File: src/rtl/lfsr_seq_ctrl.sv
// rtl/lfsr_seq_ctrl.sv - seed/shift job sequencer driving a 32-bit lfsr over request/response handshakes
// Optional WAIT timeout abort is built only when LFSR_CTRL_TIMEOUT_EN is defined.
module lfsr_seq_ctrl #(
  parameter int DATA_W = 32,
  parameter int CNT_W  = 8
`ifdef LFSR_CTRL_TIMEOUT_EN
  , parameter int TIMEOUT = 16
`endif
) (
  input  logic              clk,
  input  logic              rst,
  input  logic              req_valid,
  output logic              req_ready,
  input  logic [DATA_W-1:0] req_seed,
  input  logic [CNT_W-1:0]  req_count,
  output logic              rsp_valid,
  input  logic              rsp_ready,
  output logic [DATA_W-1:0] rsp_data,
  output logic              rsp_err,
  output logic              busy,
  output logic              lfsr_set,
  output logic              lfsr_shift,
  output logic [DATA_W-1:0] lfsr_seed,
  input  logic [DATA_W-1:0] lfsr_state,
  input  logic              lfsr_done
);

  typedef enum logic [2:0] {
    S_IDLE, S_LOAD, S_SHIFT, S_WAIT, S_CAPTURE, S_RESP
  } state_t;

  state_t           state;
  logic [CNT_W-1:0] remaining;

`ifdef LFSR_CTRL_TIMEOUT_EN
  localparam int TW = $clog2(TIMEOUT + 1);
  logic [TW-1:0] wait_cnt;
`else
  assign rsp_err = 1'b0;
`endif

  always_ff @(posedge clk) begin
    if (rst) begin
      state     <= S_IDLE;
      remaining <= '0;
      lfsr_seed <= '0;
      rsp_data  <= '0;
      rsp_valid <= 1'b0;
`ifdef LFSR_CTRL_TIMEOUT_EN
      rsp_err   <= 1'b0;
      wait_cnt  <= '0;
`endif
    end else begin
      case (state)
        S_IDLE: begin
          if (req_valid) begin
            lfsr_seed <= req_seed;
            remaining <= req_count;
            state     <= S_LOAD;
          end
        end
        S_LOAD: state <= (remaining == '0) ? S_CAPTURE : S_SHIFT;
        S_SHIFT: begin
          // SHIFT is only entered with remaining > 0, so this cannot wrap
          remaining <= remaining - 1'b1;
          state     <= S_WAIT;
`ifdef LFSR_CTRL_TIMEOUT_EN
          wait_cnt  <= '0;
`endif
        end
        S_WAIT: begin
          if (lfsr_done) begin
            state <= (remaining == '0) ? S_CAPTURE : S_SHIFT;
          end
`ifdef LFSR_CTRL_TIMEOUT_EN
          else if (wait_cnt == TW'(TIMEOUT - 1)) begin
            state     <= S_CAPTURE;
            rsp_err   <= 1'b1;
            remaining <= '0;
          end else begin
            wait_cnt <= wait_cnt + 1'b1;
          end
`endif
        end
        S_CAPTURE: begin
          rsp_data  <= lfsr_state;
          rsp_valid <= 1'b1;
          state     <= S_RESP;
        end
        S_RESP: begin
          if (rsp_ready) begin
            rsp_valid <= 1'b0;
`ifdef LFSR_CTRL_TIMEOUT_EN
            rsp_err   <= 1'b0;
`endif
            state     <= S_IDLE;
          end
        end
        default: state <= S_IDLE;
      endcase
    end
  end

  // Strobes are pure state decodes, forced low while reset is asserted
  assign req_ready  = !rst && (state == S_IDLE);
  assign busy       = !rst && (state != S_IDLE);
  assign lfsr_set   = !rst && (state == S_LOAD);
  assign lfsr_shift = !rst && (state == S_SHIFT);

endmodule

File: config.mk
export PLATFORM = sky130hd
export DESIGN_NAME = lfsr_seq_ctrl
export DESIGN_NICKNAME = d
export VERILOG_FILES = /design/src/rtl/lfsr_seq_ctrl.sv
export SDC_FILE = /design/constraint.sdc
export NUM_CORES = 1
export LEC_CHECK = 0
export ABC_AREA = 1
export CELL_PAD_IN_SITES_DETAIL_PLACEMENT = 1
export CELL_PAD_IN_SITES_GLOBAL_PLACEMENT = 1
export CORE_UTILIZATION = 35
export DETAILED_ROUTE_END_ITERATION = 16
export DONT_BUFFER_PORTS = 1
export PLACE_DENSITY = 0.75
export SLEW_MARGIN = 20
export SYNTH_ARGS = -nofsm -noshare
export SYNTH_HDL_FRONTEND = slang
export SYNTH_SLANG_ARGS = --single-unit
File: constraint.sdc
create_clock -name clk -period 1.2 [get_ports clk]
set_input_delay 0.18 -clock clk [delete_from_list [all_inputs] [get_ports clk]]
set_output_delay 0.18 -clock clk [all_outputs]
set_load 0.1 [all_outputs]
==> reports/results.tsv, run 1 <==
metric	value	unit
Synth Cell Area	2960	sq um
placed cell count	582	
Seq/Total Area, Yosys	51.4	%
largest net degree at the start of global routing	43	
PortBufs	0	
grt total ovfl	116	
GPL Wtd Cong	0.841	
placed wire-length estimate	6.61	mm
Clock Root Buffer	clkbuf_8	
CTS Buf Count	9	
syn avg cell area	7.30	sq um
initial antenna violation count	2	
Post-Syn Nets	484	
maximum root-to-sink buffer count	2	
width of the die	93.9	microns
Stopped at	global routing	
status	stopped before the end	
CTS HTree Levels	3	
gr usage total	73.9	%
Ys Warns	0	
Run Error	[ERROR GRT-0232] Routing congestion too high. Check the congestion heatmap in the GUI.	
# rows	33	
kind of the worst endpoint	top-level output	
worst setup endpoint GRT	lfsr_set	
# clock sinks	76	
I/O pin count	147	
Synth Register Bits	76	
count of cell types in the netlist	24	
Starting Density	36.0	%
Die H	93.9	microns
synthesized netlist cell count	405	
==> through the flow <==
step	hold WS, ns	worst slack (ns)	setup TNS [ns]	util, %	area (sq um)
4_1_cts	0.00124	-0.318	-8.59	59.3	4880
3_5_place_dp	0.250	-0.0754	-0.245	48.7	4000
3_3_place_gp	0.248	-0.0285	-0.0285	48.7	4000
2_1_floorplan	0.314	-0.495	-0.675	-	3110
==> per-layer routing <==
layer / track usage, % / overflow
met2: 97.0 / 70
met4: 85.0 / 45
met5: 5.13 / 0
met3: 47.4 / 0
met1: 72.2 / 1
==> cells in the mapped netlist (all sizes together) <==
cell type,number,area share (%)
a21oi,45,7.6
inv,15,1.9
nor4,1,0.21
dfxtp,76,51
nand2,102,13
buf,11,2.5
a22oi,1,0.25
nand3b,1,0.25
conb,1,0.13
a31oi,1,0.21
ha,2,0.85
o211ai,1,0.25
nor2,92,12
nand3,8,1.7
clkbuf,10,1.3
o21ai,38,6.4
==> repair_timing <==
item                       in CTS
cloned                          1
hold buffers                   54
setup buffers                   3
setup endpoints to repair      31
hold endpoints to repair       62
resized for setup              40
pin swaps                       5
==> cell families after synthesis <==
kind of cell | share of synthesized area (%)
fa+ha+maj | 0.846
flops | 51.4
simple gates | 27.1
compound gates | 14.8
buf+inv | 5.71
other cells | 0.127
==> run 2: changes to the inputs <==
--- a/config.mk
+++ b/config.mk
@@ -6,12 +6,10 @@
 export NUM_CORES = 1
 export LEC_CHECK = 0
 export ABC_AREA = 1
-export CELL_PAD_IN_SITES_DETAIL_PLACEMENT = 1
-export CELL_PAD_IN_SITES_GLOBAL_PLACEMENT = 1
-export CORE_UTILIZATION = 35
+export CORE_UTILIZATION = 20
 export DETAILED_ROUTE_END_ITERATION = 16
 export DONT_BUFFER_PORTS = 1
-export PLACE_DENSITY = 0.75
+export PLACE_DENSITY_LB_ADDON = 0.15
 export SLEW_MARGIN = 20
 export SYNTH_ARGS = -nofsm -noshare
 export SYNTH_HDL_FRONTEND = slang
==> reports/results.tsv, run 2 <==
metric	value	unit
Seq/Total Area, Yosys	51.4	%
nature of the critical path startpoint	flop	
placed cell count	661	
crit path capture type	primary output	
Synth Register Bits	76	
# rows	44	
Max Clock Freq	682	MHz
Ys Warns	0	
fin nets	642	
Hold Crit Class	input pin to flop	
NetSw	4300	uW
total power	10500	uW
sequential power share	29.5	%
most numerous cell in the Yosys netlist	nand2_1	
synthesized netlist cell count	405	
Antenna Nets Post-Route	0	
Synth Flop Type	dfxtp_1	
Logic pwr share	44.1	%
most common library cell in the layout ignoring fill and taps	nand2_1	
Required @ worst endpoint	1.02	ns
drt initial violations	79	
gr usage total	12.4	%
Clock Latency Late Sink	0.34	ns
setup tns final	-15.42	ns
count of final hold-check violations	4	
ratio of final minimum period to clock period	122	%
Finished Cell Area	5870	sq um
largest net degree at the start of global routing	43	
Pleak	0.00242	uW
number of max-cap violations	0	
Fillers	1482	
fraction of layout cells with a size suffix above 1	55.6	%
ys async rst share	0	%
width of the die	124	microns
clock share of power	26.4	%
initial antenna violation count	0	
vias in the first global route	2848	
Core Box Area	14500	sq um
post-synth top area share	51.4	%
Post-Syn Nets	484	
global-route wire length before repair	14.3	mm
Synth Cell Area	2960	sq um
area grow syn2layout	98.4	%
DR vias/cell	4.21	
peak supply drop	691	uV
Clock Root Buffer	clkbuf_16	
Slew Limit Fails	0	
worst-path fanout max	5	
top post-synthesis cells by area	dfxtp_1 51%, nand2_1 13%, nor2_1 12%, a21oi_1 7.6%, o21ai_0 6.1%	
Vias	3169	
GPL Wtd Cong	0.762	
Avg WL per Cell	14.0	microns
Worst Setup Slack, final	-0.266	ns
final WL	10.5	mm
Die H	124	microns
failing checks	negative hold slack, negative setup slack	
Hold WS	-0.00989	ns
biggest regs	lfsr_seed x32, rsp_data x32, remaining x8	
placed wire-length estimate	6.28	mm
setup violators final	79	
Arrival @ worst endpoint	1.29	ns
TritonCTS clock tree	built	
commonest cells after routing, fill and taps aside	70 x nand2_1, 69 x buf_4, 67 x dfxtp_2, 56 x dlygate4sd3_1, 55 x nor2_1	
Reg clk slew, reported paths	0.06	ns
Pint	6160	uW
I/O pin count	147	
Synth top cells by count	101 x nand2_1, 91 x nor2_1, 76 x dfxtp_1, 45 x a21oi_1, 36 x o21ai_0	
Final Non-Filler Cells	752	
Post-synth EDFFs	0	
RSZ-0062 raised after global routing	true	
Power Density	1780	nW/um^2
Setup Skew	0.00526	ns
Net Sw Frac	41.1	%
syn avg cell area	7.30	sq um
area of placed instances	4050	sq um
status	finished, violations left	
maximum root-to-sink buffer count	2	
CTS Buf Count	9	
DRC viols	0	
crit path kind	flop to primary output	
min cycle time layout	1.47	ns
PortBufs	0	
Synth area leader	dfxtp_1	
grt total ovfl	0	
antenna diode instance count	0	
# clock sinks	76	
Starting Density	20.4	%
die area	15300	sq um
DR pass1 iterations	4	
count of cell types in the netlist	24	
CTS HTree Levels	3	
==> run 2: worst paths after layout <==
kind / start / to / slack [ns] / cells past startpoint
max: state[1]$_SDFFE_PP0P_ / req_ready / -0.27 / 5
max reg2reg: state[1]$_SDFFE_PP0P_ / lfsr_seed[16]$_SDFFE_PP0P_ / -0.26 / 9
min reg2reg: lfsr_seed[15]$_SDFFE_PP0P_ / lfsr_seed[15]$_SDFFE_PP0P_ / 0.46 / 2
min: lfsr_state[16] / rsp_data[16]$_SDFFE_PP0P_ / -0.01 / 2
==> run 2: cells by family (layout without fill, tap and decap cells) <==
family | after synthesis | count (layout) | share of synthesized area [%]
and+or+nand+nor | 204 | 204 | 27.1
adders and majority gates | 2 | 2 | 0.846
AOI/OAI and AO/OA | 86 | 86 | 14.8
buffers and inverters | 36 | 199 | 5.71
DFF | 76 | 76 | 51.4
other | 1 | 1 | 0.127
==> run 2: final cells by class <==
type,instances,area [sq um],share of cell area [%]
sequential,76,1610,27.4
tap,184,230,3.92
clock buffer,12,256,4.37
multi-input combinational,293,1830,31.2
clock inverter,4,46.3,0.789
inverter,15,83.8,1.43
timing repair buffer,168,1810,30.8
==> run 2: timing repair <==
item | CTS | global route
endpoints found under the setup margin | 56 | 80
gates resized for setup | 18 | 193
buffers inserted | 5 | 6
hold buffers | 51 | 6
cloned | 1 | 7
pin swaps | 6 | 30
endpoints found under the hold margin | 59 | 6
==> run 2: worst max-delay path: stages (launching register included) <==
cell and delay [ns]:
dfxtp_4 0.37, nor2_4 0.10, buf_6 0.12, nand2_4 0.05
nor2_4 0.11, buf_12 0.18
==> run 2: stage by stage <==
| step | setup slack (ns) | util [%] |
|---|---|---|
| 4_1_cts | -0.323 | 34.6 |
| 3_3_place_gp | -0.0518 | 28.0 |
| 3_5_place_dp | -0.0480 | 28.0 |
| 5_1_grt | -0.327 | 40.5 |
| 2_1_floorplan | -0.495 | - |
| 6_report | -0.266 | 40.5 |
==> run 2: power groups by stage <==
stage	combinational, uW	sequential (uW)	clock, uW
global placement	3540	3090	0
global route	4890	3120	2990
floorplan	1170	4600	0
detailed placement	3550	3100	0
CTS	3930	3040	2870
finish	4610	3090	2760
==> run 2: per-layer routing <==
metal | wire length (microns) | global-route usage [%] | up-vias
met3 | 526 | 4.30 | 9
met1 | 4700 | 15.2 | 1470
met4 | 145 | 4.74 | 0
met5 | 0 | 0 | -
li1 | - | - | 1615
met2 | 5140 | 19.9 | 75
No activity file was read; power rests on OpenSTA's default activity.
==> run 3: changes to the inputs <==
--- a/config.mk
+++ b/config.mk
@@ -9,7 +9,8 @@
 export CORE_UTILIZATION = 20
 export DETAILED_ROUTE_END_ITERATION = 16
 export DONT_BUFFER_PORTS = 1
-export PLACE_DENSITY_LB_ADDON = 0.15
+export GPL_TIMING_DRIVEN = 0
+export PLACE_DENSITY_LB_ADDON = 0.1
 export SLEW_MARGIN = 20
 export SYNTH_ARGS = -nofsm -noshare
 export SYNTH_HDL_FRONTEND = slang
==> constraint.sdc (replaced) <==
create_clock -name clk -period 1.5 [get_ports clk]
set_input_delay 0.225 -clock clk [delete_from_list [all_inputs] [get_ports clk]]
set_output_delay 0.225 -clock clk [all_outputs]
set_load 0.1 [all_outputs]
==> reports/results.tsv, run 3 (synthesis gave the netlist of run 2 again) <==
metric	value	unit
status	finished, violations left	
failing checks	negative setup slack	
# rows	44	
fraction of layout cells with a size suffix above 1	27.3	%
ratio of final minimum period to clock period	113	%
Vias	2722	
PortBufs	0	
CP most frequent cell	nor2_4	
Core Box Area	14500	sq um
GPL Wtd Cong	0.679	
Required @ worst endpoint	1.27	ns
initial antenna violation count	1	
setup tns final	-0.582	ns
global-route wire length before repair	13.5	mm
min cycle time layout	1.70	ns
TritonCTS clock tree	built	
antenna diode instance count	0	
Slew HR	51.5	%
total power	7330	uW
maximum root-to-sink buffer count	2	
Pleak	0.00150	uW
Setup Skew	0.00714	ns
count of final hold-check violations	0	
peak supply drop	928	uV
most common library cell in the layout ignoring fill and taps	nand2_1	
Clock Root Buffer	clkbuf_16	
nature of the critical path startpoint	flop	
Hold WS	0.0181	ns
crit path kind	flop to primary output	
DRC viols	0	
Worst Tran Pin Value	0.726	ns
grt total ovfl	0	
pre-CTS setup slack	-0.551	ns
slowest stage cell, crit path	nor2_4	
r2r setup slk	0.05	ns
fin nets	518	
CTS HTree Levels	3	
reg2reg end	remaining[4]$_SDFFE_PP0P_	
Power Density	1860	nW/um^2
DR vias/cell	4.33	
largest net degree at the start of global routing	15	
Clock Latency Late Sink	0.34	ns
Starting Density	20.4	%
Hold Path Sink	lfsr_seed[10]$_SDFFE_PP0P_	
vias in the first global route	2660	
setup violators final	4	
Worst Setup Slack, final	-0.199	ns
DR pass1 iterations	6	
worst-path fanout max	4	
number of max-cap violations	0	
Slew Limit Fails	0	
area grow syn2layout	33.1	%
Die H	124	microns
die area	15300	sq um
Reg clk slew, reported paths	0.06	ns
cells along the critical path	nor2_4 -> nand2_2 -> nor2_4	
drt initial violations	81	
crit path capture type	primary output	
biggest regs	lfsr_seed x32, rsp_data x32, remaining x8	
Antenna Nets Post-Route	0	
width of the die	124	microns
Worst R2R Start	state[0]$_SDFFE_PP0P_	
Fillers	1610	
placed wire-length estimate	6.35	mm
Hold Startpoint	req_seed[10]	
Finished Cell Area	3940	sq um
hold-critical path depth	2	
I/O pin count	147	
Avg WL per Cell	14.1	microns
final WL	8.87	mm
largest stage delay on the critical path	0.50	ns
Arrival @ worst endpoint	1.47	ns
CTS Buf Count	9	
commonest cells after routing, fill and taps aside	100 x nand2_1, 88 x nor2_1, 65 x dfxtp_2, 44 x a21oi_1, 34 x o21ai_0	
# clock sinks	76	
R2R cell count	7	
Hold Crit Class	input pin to flop	
area of placed instances	3250	sq um
RSZ-0062 raised after global routing	true	
Max Clock Freq	589	MHz
gr usage total	11.9	%
[run 3: cell types whose count changed in the layout (fill, tap and decap cells not counted), sizes merged]
| cell | previous run | this run |
|---|---|---|
| bufinv | 1 | 2 |
| clkinvlp | 0 | 3 |
| dlygate4sd3 | 56 | 17 |
| buf | 106 | 15 |
| inv | 14 | 16 |
| clkbuf | 18 | 21 |
| clkinv | 4 | 1 |
[run 3: worst max-delay path by stage]
stage | startpoint | endpoint | slack [ns] | cells after the start
floorplan | rst | lfsr_shift | -0.24 | 3
global placement | rst | lfsr_shift | -0.53 | 3
detailed placement | rst | lfsr_shift | -0.55 | 3
CTS | state[1]$_SDFFE_PP0P_ | req_ready | -0.26 | 3
global route | state[0]$_SDFFE_PP0P_ | req_ready | -0.24 | 3
finish | state[0]$_SDFFE_PP0P_ | req_ready | -0.20 | 3
[run 3: critical path, delay by kind of cell (launching register included)]
family	cells	cell delay, ns
and+or+nand+nor	3	0.77
DFF	1	0.36
[run 3: what timing repair did]
action | CTS | global route
endpoints found under the setup margin | 111 | 72
pin swaps | 6 | 6
setup buffers | 5 | 0
hold buffers | 17 | 0
hold endpoints to repair | 17 | 0
resized for setup | 83 | 12
[run 3: area by class of cell]
| type | count | area [sq um] | share of cell area (%) |
|---|---|---|---|
| multi-input combinational | 293 | 1320 | 33.6 |
| timing repair buffer | 23 | 249 | 6.33 |
| clock buffer | 9 | 225 | 5.72 |
| tap | 184 | 230 | 5.85 |
| buffer | 21 | 133 | 3.37 |
| clock inverter | 7 | 100 | 2.54 |
| sequential | 76 | 1610 | 41.0 |
| inverter | 15 | 63.8 | 1.62 |
[run 3: routing by layer]
metal | vias up | global-route usage [%] | routed length (microns)
li1 | 1364 | - | -
met1 | 1227 | 13.0 | 3550
met2 | 117 | 19.0 | 3970
met3 | 12 | 6.68 | 1190
met4 | 2 | 4.89 | 138
met5 | - | 0 | 17
[run 3: power breakdown]
| part | total (uW) | switching [uW] | internal, uW |
|---|---|---|---|
| registers | 3680 | 1400 | 2280 |
| clock network | 2390 | 923 | 1470 |
| logic | 1260 | 812 | 451 |
[run 3: through the flow]
step | utilization (%) | std cells
6_report | 27.2 | 628
5_1_grt | 27.2 | 628
4_1_cts | 27.1 | 628
3_5_place_dp | 22.4 | 590
3_3_place_gp | 22.2 | 589
2_1_floorplan | - | 405
